--- src/rtl/mdio_phy_regfile_pkg.sv ---
`default_nettype none
// ---------------------------------------------------------------------------
// mdio_phy_regfile_pkg : shared FSM encoding, MDIO frame constants and widths
// rev 1.0
// ---------------------------------------------------------------------------
package mdio_phy_regfile_pkg;

    typedef enum logic [3:0] {
        S_IDLE   = 4'd0,
        S_ST     = 4'd1,
        S_OP     = 4'd2,
        S_PHYAD  = 4'd3,
        S_REGAD  = 4'd4,
        S_TA     = 4'd5,
        S_WDATA  = 4'd6,
        S_RDATA  = 4'd7,
        S_IGNORE = 4'd8
    } state_t;

    localparam logic [1:0] OP_WR   = 2'b01;
    localparam logic [1:0] OP_RD   = 2'b10;
    localparam logic [1:0] ST_CODE = 2'b01;

    localparam int OP_W    = 2;
    localparam int PHYAD_W = 5;
    localparam int REGAD_W = 5;
    localparam int TA_W    = 2;
    localparam int DATA_W  = 16;

    // Index of the last bit of the field timed by the bit counter in state s.
    function automatic logic [4:0] field_last(input state_t s);
        case (s)
            S_OP:             return 5'(OP_W - 1);
            S_PHYAD:          return 5'(PHYAD_W - 1);
            S_REGAD:          return 5'(REGAD_W - 1);
            S_TA:             return 5'(TA_W - 1);
            S_WDATA, S_RDATA: return 5'(DATA_W - 1);
            default:          return 5'd0;
        endcase
    endfunction

endpackage
`default_nettype wire

--- src/rtl/mdio_regfile.sv ---
`default_nettype none
// ---------------------------------------------------------------------------
// mdio_regfile : NUM_REGS x 16 register file, one write port, comb read port
// rev 1.0
// ---------------------------------------------------------------------------
module mdio_regfile
    import mdio_phy_regfile_pkg::*;
#(
    parameter int NUM_REGS = 32
) (
    input  logic                 clk_i,
    input  logic                 rst_ni,
    input  logic                 we_i,
    input  logic [REGAD_W-1:0]   waddr_i,
    input  logic [DATA_W-1:0]    wdata_i,
    input  logic [REGAD_W-1:0]   raddr_i,
    output logic [DATA_W-1:0]    rdata_o
);

    // Full 32-entry read map; unimplemented addresses read as zero.
    logic [DATA_W-1:0] rd_arr [32];

    for (genvar i = 0; i < 32; i++) begin : g_reg
        if (i < NUM_REGS) begin : g_impl
            logic [DATA_W-1:0] reg_q;
            always_ff @(posedge clk_i or negedge rst_ni) begin
                if (!rst_ni) begin
                    reg_q <= '0;
                end else if (we_i && (waddr_i == 5'(i))) begin
                    reg_q <= wdata_i;
                end
            end
            assign rd_arr[i] = reg_q;
        end else begin : g_absent
            assign rd_arr[i] = '0;
        end
    end

    assign rdata_o = rd_arr[raddr_i];

endmodule
`default_nettype wire

--- src/rtl/mdio_phy_regfile.sv ---
`default_nettype none
// ---------------------------------------------------------------------------
// mdio_phy_regfile : MDIO clause-22 slave frame decoder with PHY register file
// rev 1.0
// ---------------------------------------------------------------------------
module mdio_phy_regfile
    import mdio_phy_regfile_pkg::*;
#(
    parameter logic [4:0] PHY_ADDR = 5'd8,
    parameter int         NUM_REGS = 32,
    parameter bit         BCAST_EN = 1'b1
) (
    input  logic                 MDC,
    input  logic                 reset,
    input  logic                 MDIO_OUT,
    input  logic                 MDIO_OE,
    output logic                 MDIO_IN,
    output logic [REGAD_W-1:0]   ADDR,
    output logic [DATA_W-1:0]    WR_DATA,
    output logic                 WR_STB,
    output logic                 MDIO_DONE
);

    localparam logic [5:0] NUM_REGS_W = 6'(NUM_REGS);

    state_t               state_q, state_d;
    logic [4:0]           cnt_q, cnt_d;
    logic [DATA_W-1:0]    sh_q, sh_d;
    logic [OP_W-1:0]      op_q, op_d;
    logic [PHYAD_W-1:0]   phyad_q, phyad_d;
    logic [REGAD_W-1:0]   addr_q, addr_d;
    logic [DATA_W-1:0]    wr_data_q, wr_data_d;
    logic                 mdio_in_q, mdio_in_d;
    logic                 wr_stb_q, wr_stb_d;
    logic                 done_q, done_d;

    logic [DATA_W-1:0]    w_shift;
    logic [DATA_W-1:0]    w_rdata;
    logic                 w_we;
    logic                 w_match;
    logic                 w_in_range;

    assign w_shift    = {sh_q[DATA_W-2:0], MDIO_OUT};
    assign w_in_range = ({1'b0, addr_q} < NUM_REGS_W);
    // Broadcast address is write-only: a read to PHYAD 0 must stay silent.
    assign w_match    = (phyad_q == PHY_ADDR) ||
                        (BCAST_EN && (phyad_q == '0) && (op_q == OP_WR));

    mdio_regfile #(
        .NUM_REGS (NUM_REGS)
    ) u_regfile (
        .clk_i    (MDC),
        .rst_ni   (reset),
        .we_i     (w_we),
        .waddr_i  (addr_q),
        .wdata_i  (w_shift),
        .raddr_i  (addr_q),
        .rdata_o  (w_rdata)
    );

    always_ff @(posedge MDC or negedge reset) begin
        if (!reset) begin
            state_q   <= S_IDLE;
            cnt_q     <= '0;
            sh_q      <= '0;
            op_q      <= '0;
            phyad_q   <= '0;
            addr_q    <= '0;
            wr_data_q <= '0;
            mdio_in_q <= 1'b0;
            wr_stb_q  <= 1'b0;
            done_q    <= 1'b0;
        end else begin
            state_q   <= state_d;
            cnt_q     <= cnt_d;
            sh_q      <= sh_d;
            op_q      <= op_d;
            phyad_q   <= phyad_d;
            addr_q    <= addr_d;
            wr_data_q <= wr_data_d;
            mdio_in_q <= mdio_in_d;
            wr_stb_q  <= wr_stb_d;
            done_q    <= done_d;
        end
    end

    always_comb begin
        state_d   = state_q;
        cnt_d     = cnt_q;
        sh_d      = sh_q;
        op_d      = op_q;
        phyad_d   = phyad_q;
        addr_d    = addr_q;
        wr_data_d = wr_data_q;
        mdio_in_d = 1'b0;
        wr_stb_d  = 1'b0;
        done_d    = 1'b0;
        w_we      = 1'b0;

        case (state_q)
            S_IDLE: begin
                if (MDIO_OE && (MDIO_OUT == ST_CODE[1])) begin
                    state_d = S_ST;
                end
            end
            S_ST: begin
                if (!MDIO_OE) begin
                    state_d = S_IDLE;
                end else if (MDIO_OUT == ST_CODE[0]) begin
                    state_d = S_OP;
                    cnt_d   = '0;
                end
            end
            S_OP, S_PHYAD, S_REGAD, S_WDATA: begin
                if (!MDIO_OE) begin
                    state_d = S_IDLE;
                end else begin
                    sh_d  = w_shift;
                    cnt_d = cnt_q + 5'd1;
                    if (cnt_q == field_last(state_q)) begin
                        cnt_d = '0;
                        case (state_q)
                            S_OP: begin
                                op_d    = w_shift[OP_W-1:0];
                                state_d = ((w_shift[OP_W-1:0] == OP_WR) ||
                                           (w_shift[OP_W-1:0] == OP_RD)) ? S_PHYAD : S_IGNORE;
                            end
                            S_PHYAD: begin
                                phyad_d = w_shift[PHYAD_W-1:0];
                                state_d = S_REGAD;
                            end
                            S_REGAD: begin
                                if (w_match) begin
                                    addr_d  = w_shift[REGAD_W-1:0];
                                    state_d = S_TA;
                                end else begin
                                    state_d = S_IGNORE;
                                end
                            end
                            default: begin
                                done_d  = 1'b1;
                                state_d = S_IDLE;
                                if (w_in_range) begin
                                    w_we      = 1'b1;
                                    wr_stb_d  = 1'b1;
                                    wr_data_d = w_shift;
                                end
                            end
                        endcase
                    end
                end
            end
            S_TA: begin
                cnt_d = cnt_q + 5'd1;
                if (cnt_q == field_last(S_TA)) begin
                    cnt_d = '0;
                    if (op_q == OP_WR) begin
                        state_d = S_WDATA;
                    end else begin
                        state_d   = S_RDATA;
                        mdio_in_d = w_rdata[DATA_W-1];
                    end
                end
            end
            S_RDATA: begin
                // Read data is shifted out regardless of MDIO_OE.
                if (cnt_q == field_last(S_RDATA)) begin
                    cnt_d   = '0;
                    done_d  = 1'b1;
                    state_d = S_IDLE;
                end else begin
                    cnt_d     = cnt_q + 5'd1;
                    mdio_in_d = w_rdata[4'd14 - cnt_q[3:0]];
                end
            end
            S_IGNORE: begin
                if (!MDIO_OE) begin
                    state_d = S_IDLE;
                end
            end
            default: begin
                state_d = S_IDLE;
            end
        endcase
    end

    assign MDIO_IN   = mdio_in_q;
    assign ADDR      = addr_q;
    assign WR_DATA   = wr_data_q;
    assign WR_STB    = wr_stb_q;
    assign MDIO_DONE = done_q;

endmodule
`default_nettype wire

--- config.mk ---
export PLATFORM = sky130hd
export DESIGN_NAME = mdio_phy_regfile
export DESIGN_NICKNAME = d
export VERILOG_FILES = /design/src/rtl/mdio_phy_regfile_pkg.sv /design/src/rtl/mdio_regfile.sv /design/src/rtl/mdio_phy_regfile.sv
export SDC_FILE = /design/constraint.sdc
export NUM_CORES = 1
export LEC_CHECK = 0
export BUFFER_PORTS_ARGS = -buffer_cell sky130_fd_sc_hd__buf_2
export CAP_MARGIN = 20
export CORE_UTILIZATION = 55
export CTS_BUF_LIST = sky130_fd_sc_hd__clkbuf_8 sky130_fd_sc_hd__clkbuf_16
export DETAILED_ROUTE_END_ITERATION = 10
export MAX_ROUTING_LAYER = met4
export PLACE_DENSITY = 0.8
export SYNTH_ARGS = -nofsm -noshare
export SYNTH_HDL_FRONTEND = slang
export SYNTH_HIERARCHICAL = 1
export SYNTH_SLANG_ARGS = --single-unit
--- constraint.sdc ---
create_clock -name MDC -period 6.6 [get_ports MDC]
set_input_delay 0.66 -clock MDC [delete_from_list [all_inputs] [get_ports MDC]]
set_output_delay 0.66 -clock MDC [all_outputs]
set_load 0.005 [all_outputs]
==> results of run 1 <==
[metrics by stage]
stage / utilization [%] / cell area (µm²)
final: 61.67 / 28960
after global routing: 61.67 / 28960
after CTS: 61.61 / 28930
after detailed placement: 57.47 / 26980
after global placement: 57.47 / 26980
after floorplan: - / 26440
[cell usage in the layout (no fill, tap or decap), types with 4 or more instances in the layout]
cell type and instances:
sky130_fd_sc_hd__clkbuf_16 59, sky130_fd_sc_hd__nand3_1 36, sky130_fd_sc_hd__o21ai_0 13, sky130_fd_sc_hd__inv_1 22, sky130_fd_sc_hd__ha_1 4, sky130_fd_sc_hd__clkinv_2 14
sky130_fd_sc_hd__clkbuf_8 10, sky130_fd_sc_hd__nor3_1 19, sky130_fd_sc_hd__a31oi_1 16, sky130_fd_sc_hd__bufinv_16 6, sky130_fd_sc_hd__nand2b_1 8, sky130_fd_sc_hd__a21oi_1 37
sky130_fd_sc_hd__nand2_1 54, sky130_fd_sc_hd__nor2_1 29, sky130_fd_sc_hd__buf_12 4, sky130_fd_sc_hd__a21o_1 4, sky130_fd_sc_hd__or2_2 4, sky130_fd_sc_hd__nor2b_1 5
sky130_fd_sc_hd__buf_4 37, sky130_fd_sc_hd__mux2_2 539, sky130_fd_sc_hd__mux4_2 4, sky130_fd_sc_hd__mux2_4 10, sky130_fd_sc_hd__a22oi_1 64, sky130_fd_sc_hd__mux2_1 9
sky130_fd_sc_hd__mux2i_1 259, sky130_fd_sc_hd__buf_2 26, sky130_fd_sc_hd__a22o_1 32, sky130_fd_sc_hd__nand4_1 20, sky130_fd_sc_hd__dfrtp_1 563
[flip-flops by register name, indices dropped and copies added (netlist names)]
register and cells:
ADDR 5, u_regfile/g.g_impl.reg_q 512, phyad_q 5, MDIO_IN 1, MDIO_DONE 1, sh_q 15
cnt_q 5, state_q 4, op_q 2, WR_DATA 16, WR_STB 1
[worst paths after layout]
| path | to | cells past startpoint | startpoint |
|---|---|---|---|
| worst min register to register | WR_DATA[11] | 1 | WR_DATA[11] |
| worst max-delay path | MDIO_IN | 12 | ADDR[0] |
| min in group MDC | state_q[3] | 2 | MDIO_OE |
| worst min-delay path | phyad_q[4] | 1 | reset |
| worst max register to register | MDIO_IN | 12 | ADDR[0] |
| max in group asynchronous | u_regfile/g_reg[3].g_impl.reg_q[3] | 2 | reset |
[power by group through the flow]
stage / Combinational (mW) / Clock [mW] / Sequential [mW]
4_1_cts: 0.599 / 3.36 / 3.67
5_1_grt: 0.652 / 3.50 / 3.68
3_5_place_dp: 0.597 / 0 / 3.73
6_report: 0.602 / 3.31 / 3.67
3_3_place_gp: 0.584 / 0 / 3.72
2_1_floorplan: 0.405 / 0 / 3.64
[routing by layer]
metal | vias up | GRT usage, %
met1 | 8609 | 35.99
li1 | 7053 | -
met2 | 515 | 42.80
met3 | 163 | 5.497
met5 | - | -
met4 | 0 | 12.34
[cells by family after synthesis]
| logic type | synth area share (%) |
|---|---|
| mux | 34.05 |
| flops | 53.66 |
| simple gates | 4.174 |
| compound gates | 4.808 |
| buf+inv | 3.019 |
| fa+ha+maj | 0.1893 |
| xor+xnor | 0.09939 |
[cell type report]
| type | count | share of cell area (%) |
|---|---|---|
| Sequential cell | 567 | 49.03 |
| Antenna cell | 1 | 0.008642 |
| Tap cell | 607 | 2.623 |
| Timing Repair Buffer | 69 | 1.832 |
| Clock buffer | 69 | 5.574 |
| Multi-Input combinational cell | 1214 | 39.70 |
| Clock inverter | 37 | 1.128 |
| Inverter | 8 | 0.1037 |
[worst max-delay path: stages, from the launching register on]
cell and delay [ps]:
sky130_fd_sc_hd__dfrtp_1 820, sky130_fd_sc_hd__nor2b_4 870, sky130_fd_sc_hd__buf_4 560, sky130_fd_sc_hd__a22o_1 220, sky130_fd_sc_hd__nor3_1 70, sky130_fd_sc_hd__a31oi_1 360, sky130_fd_sc_hd__nand3_1 160, sky130_fd_sc_hd__mux4_2 490
sky130_fd_sc_hd__mux2_2 270, sky130_fd_sc_hd__nor2_1 90, sky130_fd_sc_hd__a21oi_1 110, sky130_fd_sc_hd__nand3b_1 140, sky130_fd_sc_hd__o41ai_1 80
==> results.yml, run 1 <==
cts:
  clk_transition_reported_paths_ps: 70
  clock_tree.root_cell: "sky130_fd_sc_hd__clkbuf_16"
  tritoncts: "done"
  htree_levels: 2
  clock_tree.buffer_depth: 3
  cts-hold-fix-buffers: 0
  cts.repair_timing.setup_buffer_count: 0
  cts-buffers-inserted: 57
  clk-insertion-delay-late_ps: 620
  post_cts_resized: 0
  clock_sinks: 567
synth:
  synth_area_leader_cell: "sky130_fd_sc_hd__dfrtp_1"
  syn_inst: 1962
  yosysSeqAreaShare_pct: 53.66
  yosys.cell_count.top_type: "sky130_fd_sc_hd__dfrtp_1"
  yosys_register_bits: 567
  netlist_top_cells_count: "sky130_fd_sc_hd__dfrtp_1 (567), sky130_fd_sc_hd__mux2_2 (539), sky130_fd_sc_hd__mux2i_1 (259), sky130_fd_sc_hd__clkbuf_1 (109), sky130_fd_sc_hd__a22oi_1 (64)"
  ys_top_cells_by_area: "sky130_fd_sc_hd__dfrtp_1 (54%), sky130_fd_sc_hd__mux2_2 (23%), sky130_fd_sc_hd__mux2i_1 (9.8%)"
  netlist_area_um2: 26440
  synth_edf_count: 0
  yosysTopAreaCellShare_pct: 53.66
  synth_fp_nets: 1970
  post_synth.cell_area_avg_um2: 13.48
  yosysWarnings: 6
  synth_async_sr_flop_share_pct: 100.0
  synthFlopType: "sky130_fd_sc_hd__dfrtp_1"
  ys_types: 58
sta:
  max_slew_margin_pct: 23.09
  hold_slack_ps: 59.77
  setup_total_negative_slack_ps: 0
  final_hold_viol_count: 0
  worst_slew_pin_slew_ps: 1154
  unrepaired_setup_endpoints_after_global_routing: "false"
  timing.final.ws_setup_ps: 2187
  fmaxAchievable_ghz: 0.2266
  timing.final.crit_share_pct: 66.86
  post-route-min-period_ps: 4413
  setup_violators_final: 0
  timing.final.max_slew_violations: 0
  timing.clock.skew_ps: 21.45
flow_run:
  cap_violations: 0
die:
  design.core.area_um2: 46950
  die_area_um2: 48960
  rows: 79
  die_outline_height_um: 221.3
  boundaryPins: 28
  die-width_um: 221.3
  effective_utilization_at_floorplan_pct: 56.32
power_and_ir_drop:
  total_power_mw: 7.584
  p_int_mw: 5.701
  power_switching_mw: 1.884
  power_per_cell_area_nw_per_um2: 261.9
  combPwrFrac_pct: 7.9
  switching_share_pct: 24.84
  seqPwrFrac_pct: 48.4
  power_share_of_the_clock_group_pct: 43.6
  worst_ir_drop_vdd_v: 0.0002090
  leakage_power_figure_nw: 13.56
setup_path:
  setup.worst_path.class: "reg2reg"
  worstSetupStartpointType: "flop"
  worst-r2r-setup-slack_ps: 2190
  required_time_of_the_critical_path_ps: 7090
  cp_data_arrival_time_ps: 4910
  critical_path_peak_fanout: 33
  critical_path_endpoint_category: "flop"
drt:
  wl_met3_mm: 3.973
  routed-wl-met2_mm: 31.18
  drt_met1_wl_mm: 27.74
  dr.first_iter.drc_count: 1396
  via_count: 16340
  drt_pre_antenna_iters: 4
  drt-vias-per-instance: 6.353
  ant_nets: 0
  postRouteWirelength_mm: 65.55
  wl_per_cell_um: 25.49
  routed.top_layer: "met4"
  remaining_drc_errors: 0
global_routing:
  grt_pass1_vias: 16890
  gr-usage-all-layers_pct: 27.87
  grt.overflow.total: 0
  first_pass_grt_wire_length_mm: 101.3
  pin_count_of_the_biggest_net_entering_global_routing: 177
  antenna_found_initial: 1
finish:
  final-instance-count-excl-fill: 2572
  area_growth_pct: 9.507
  area.sequential_um2: 14200
  filler_cell_count: 3504
  design.final.nets: 1925
  layout_cell_share_with_drive_strength_beyond_1_pct: 37.68
  multi_input_comb_area_um2: 11500
hold_path:
  hold_class: "in2async"
outcome:
  status: "finished clean"
place:
  buffer_ports.inserted: 27
  dpl_worst_slack_ps: 2353
  place.gp.congestion: 0.9098
  placed_instance_count: 2464
  dp_hpwl_mm: 38.90
(Power assumes the default switching activity.)
==> run 2, diff against run 1 <==
==> constraint.sdc (replaced) <==
create_clock -name MDC -period 4.2 [get_ports MDC]
set_input_delay 0.42 -clock MDC [delete_from_list [all_inputs] [get_ports MDC]]
set_output_delay 0.42 -clock MDC [all_outputs]
set_load 0.005 [all_outputs]
==> run 2 against run 1 <==
Maximum frequency rose by 15%. Final area increased by 1.5%. Sequential share of layout area fell by 0.73 points. Clock power rose by 57%. Critical endpoint unchanged.
==> results.yml, run 2 (same netlist as run 1, synthesis figures left out) <==
drt:
  drt_pre_antenna_iters: 6
  postRouteWirelength_mm: 65.30
  via_count: 16450
  remaining_drc_errors: 0
  wl_per_cell_um: 24.96
  dr.first_iter.drc_count: 1426
  drt-vias-per-instance: 6.289
  ant_nets: 0
power_and_ir_drop:
  combPwrFrac_pct: 9.1
  leakage_power_figure_nw: 13.80
  worst_ir_drop_vdd_v: 0.0002875
  power_per_cell_area_nw_per_um2: 407.0
  power_switching_mw: 2.981
  seqPwrFrac_pct: 47.4
  power_share_of_the_clock_group_pct: 43.5
  switching_share_pct: 24.92
  p_int_mw: 8.981
finish:
  mostFrequentLayoutCell: "sky130_fd_sc_hd__dfrtp_1"
  largest_register_ff_count: 512
  area_growth_pct: 11.14
  layout_cell_share_with_drive_strength_beyond_1_pct: 38.99
  fin_util_pct: 62.59
  design.final.nets: 1971
  final-instance-count-excl-fill: 2616
  filler_cell_count: 3469
  max_flop_register: "u_regfile/g.g_impl.reg_q"
  layout.cells.most_common_list: "sky130_fd_sc_hd__dfrtp_1 (566), sky130_fd_sc_hd__mux2_2 (539), sky130_fd_sc_hd__mux2i_1 (259)"
global_routing:
  globalRouteMet2Util_pct: 43.38
  pin_count_of_the_biggest_net_entering_global_routing: 118
  globalRouteMet3Util_pct: 5.471
  globalRouteMet1Util_pct: 37.06
  grt.overflow.total: 0
  antenna_found_initial: 1
  gr-usage-all-layers_pct: 27.87
  grt_pass1_vias: 17210
  global_route.peak_usage_layer: "met2"
  first_pass_grt_wire_length_mm: 102.4
cts:
  clock_tree.buffer_depth: 3
  cts-buffers-inserted: 56
  clk_transition_reported_paths_ps: 60
  clock_sinks: 567
  post_cts_resized: 0
  clk-insertion-delay-late_ps: 620
  htree_levels: 2
  cts.repair_timing.setup_buffer_count: 0
  clock_tree.root_cell: "sky130_fd_sc_hd__clkbuf_16"
  cts-hold-fix-buffers: 1
  tritoncts: "done"
sta:
  setup_total_negative_slack_ps: 0
  setup_violators_final: 0
  timing.final.crit_share_pct: 90.97
  worst_slew_pin_slew_ps: 963.6
  timing.clock.skew_ps: 22.93
  unrepaired_setup_endpoints_after_global_routing: "false"
  final_hold_viol_count: 0
  post-route-min-period_ps: 3821
  max_slew_margin_pct: 35.76
  timing.final.max_slew_violations: 0
  fmaxAchievable_ghz: 0.2617
place:
  buffer_ports.inserted: 27
  place.gp.congestion: 0.8968
  dp_hpwl_mm: 40.09
  placed_instance_count: 2511
setup_path:
  required_time_of_the_critical_path_ps: 4690
  cp_data_arrival_time_ps: 4310
  critical_path_endpoint_category: "flop"
  worst-r2r-setup-slack_ps: 380
  critical_path_peak_fanout: 39
  setup.worst_path.class: "reg2reg"
  worstSetupStartpointType: "flop"
die:
  boundaryPins: 28
  die_area_um2: 48960
  die_outline_height_um: 221.3
  rows: 79
  design.core.area_um2: 46950
  die-width_um: 221.3
  effective_utilization_at_floorplan_pct: 56.32
outcome:
  status: "finished clean"
flow_run:
  cap_violations: 0
hold_path:
  hold_class: "in2reg"
-- run 2: area by class of cell --
type	instances	area (µm²)	area share [%]
Antenna cell	1	2.502	0.008515
Clock buffer	77	1713	5.828
Clock inverter	26	241.5	0.8217
Inverter	8	30.03	0.1022
Multi-Input combinational cell	1214	11500	39.12
Sequential cell	567	14190	48.29
Tap cell	607	759.5	2.584
Timing Repair Buffer	116	953.4	3.244
-- run 2: power by group through the flow --
stage          Combinational, mW  Sequential (mW)  Clock [mW]
2_1_floorplan              0.637             5.72           0
3_3_place_gp                1.06             5.76           0
3_5_place_dp                1.08             5.77           0
4_1_cts                     1.08             5.67        5.28
5_1_grt                     1.18             5.68        5.51
6_report                    1.09             5.67        5.20
-- run 2: per-stage QoR --
step	hold slack (ps)	total power, mW	area [µm²]	worst slack (ps)
floorplan	124.4	6.353	26440	653.9
global placement	460.9	6.815	27420	464.0
detailed placement	469.3	6.843	27420	451.9
CTS	193.0	12.03	29390	418.7
global route	204.8	12.36	29390	258.2
finish	214.3	11.96	29390	379.1
-- run 2: worst paths after layout --
check / start / endpoint / cells past startpoint
max: ADDR[1] / MDIO_IN / 13
min: MDIO_OE / state_q[3] / 2
max reg2reg: ADDR[1] / MDIO_IN / 13
min reg2reg: WR_DATA[11] / WR_DATA[11] / 1
max in group asynchronous: reset / u_regfile/g_reg[0].g_impl.reg_q[4] / 3
min in group asynchronous: reset / WR_DATA[3] / 2
-- run 2: per-layer routing --
layer | up-vias | wire [µm]
li1 | 7143 | -
met1 | 8707 | 28290
met2 | 487 | 31080
met3 | 116 | 4074
met4 | 0 | 1855
met5 | - | 0
-- run 2: critical path, cell delays in order, from the launching register on --
cell and delay, ps:
sky130_fd_sc_hd__dfrtp_4 930, sky130_fd_sc_hd__buf_12 270, sky130_fd_sc_hd__buf_4 220, sky130_fd_sc_hd__mux2i_1 230, sky130_fd_sc_hd__a22o_1 180, sky130_fd_sc_hd__nor3_1 100
sky130_fd_sc_hd__a31oi_1 380, sky130_fd_sc_hd__nand3_1 120, sky130_fd_sc_hd__mux4_2 490, sky130_fd_sc_hd__mux2_2 270, sky130_fd_sc_hd__nor2_1 80, sky130_fd_sc_hd__a21oi_1 110
sky130_fd_sc_hd__nand3b_1 160, sky130_fd_sc_hd__o41ai_1 80
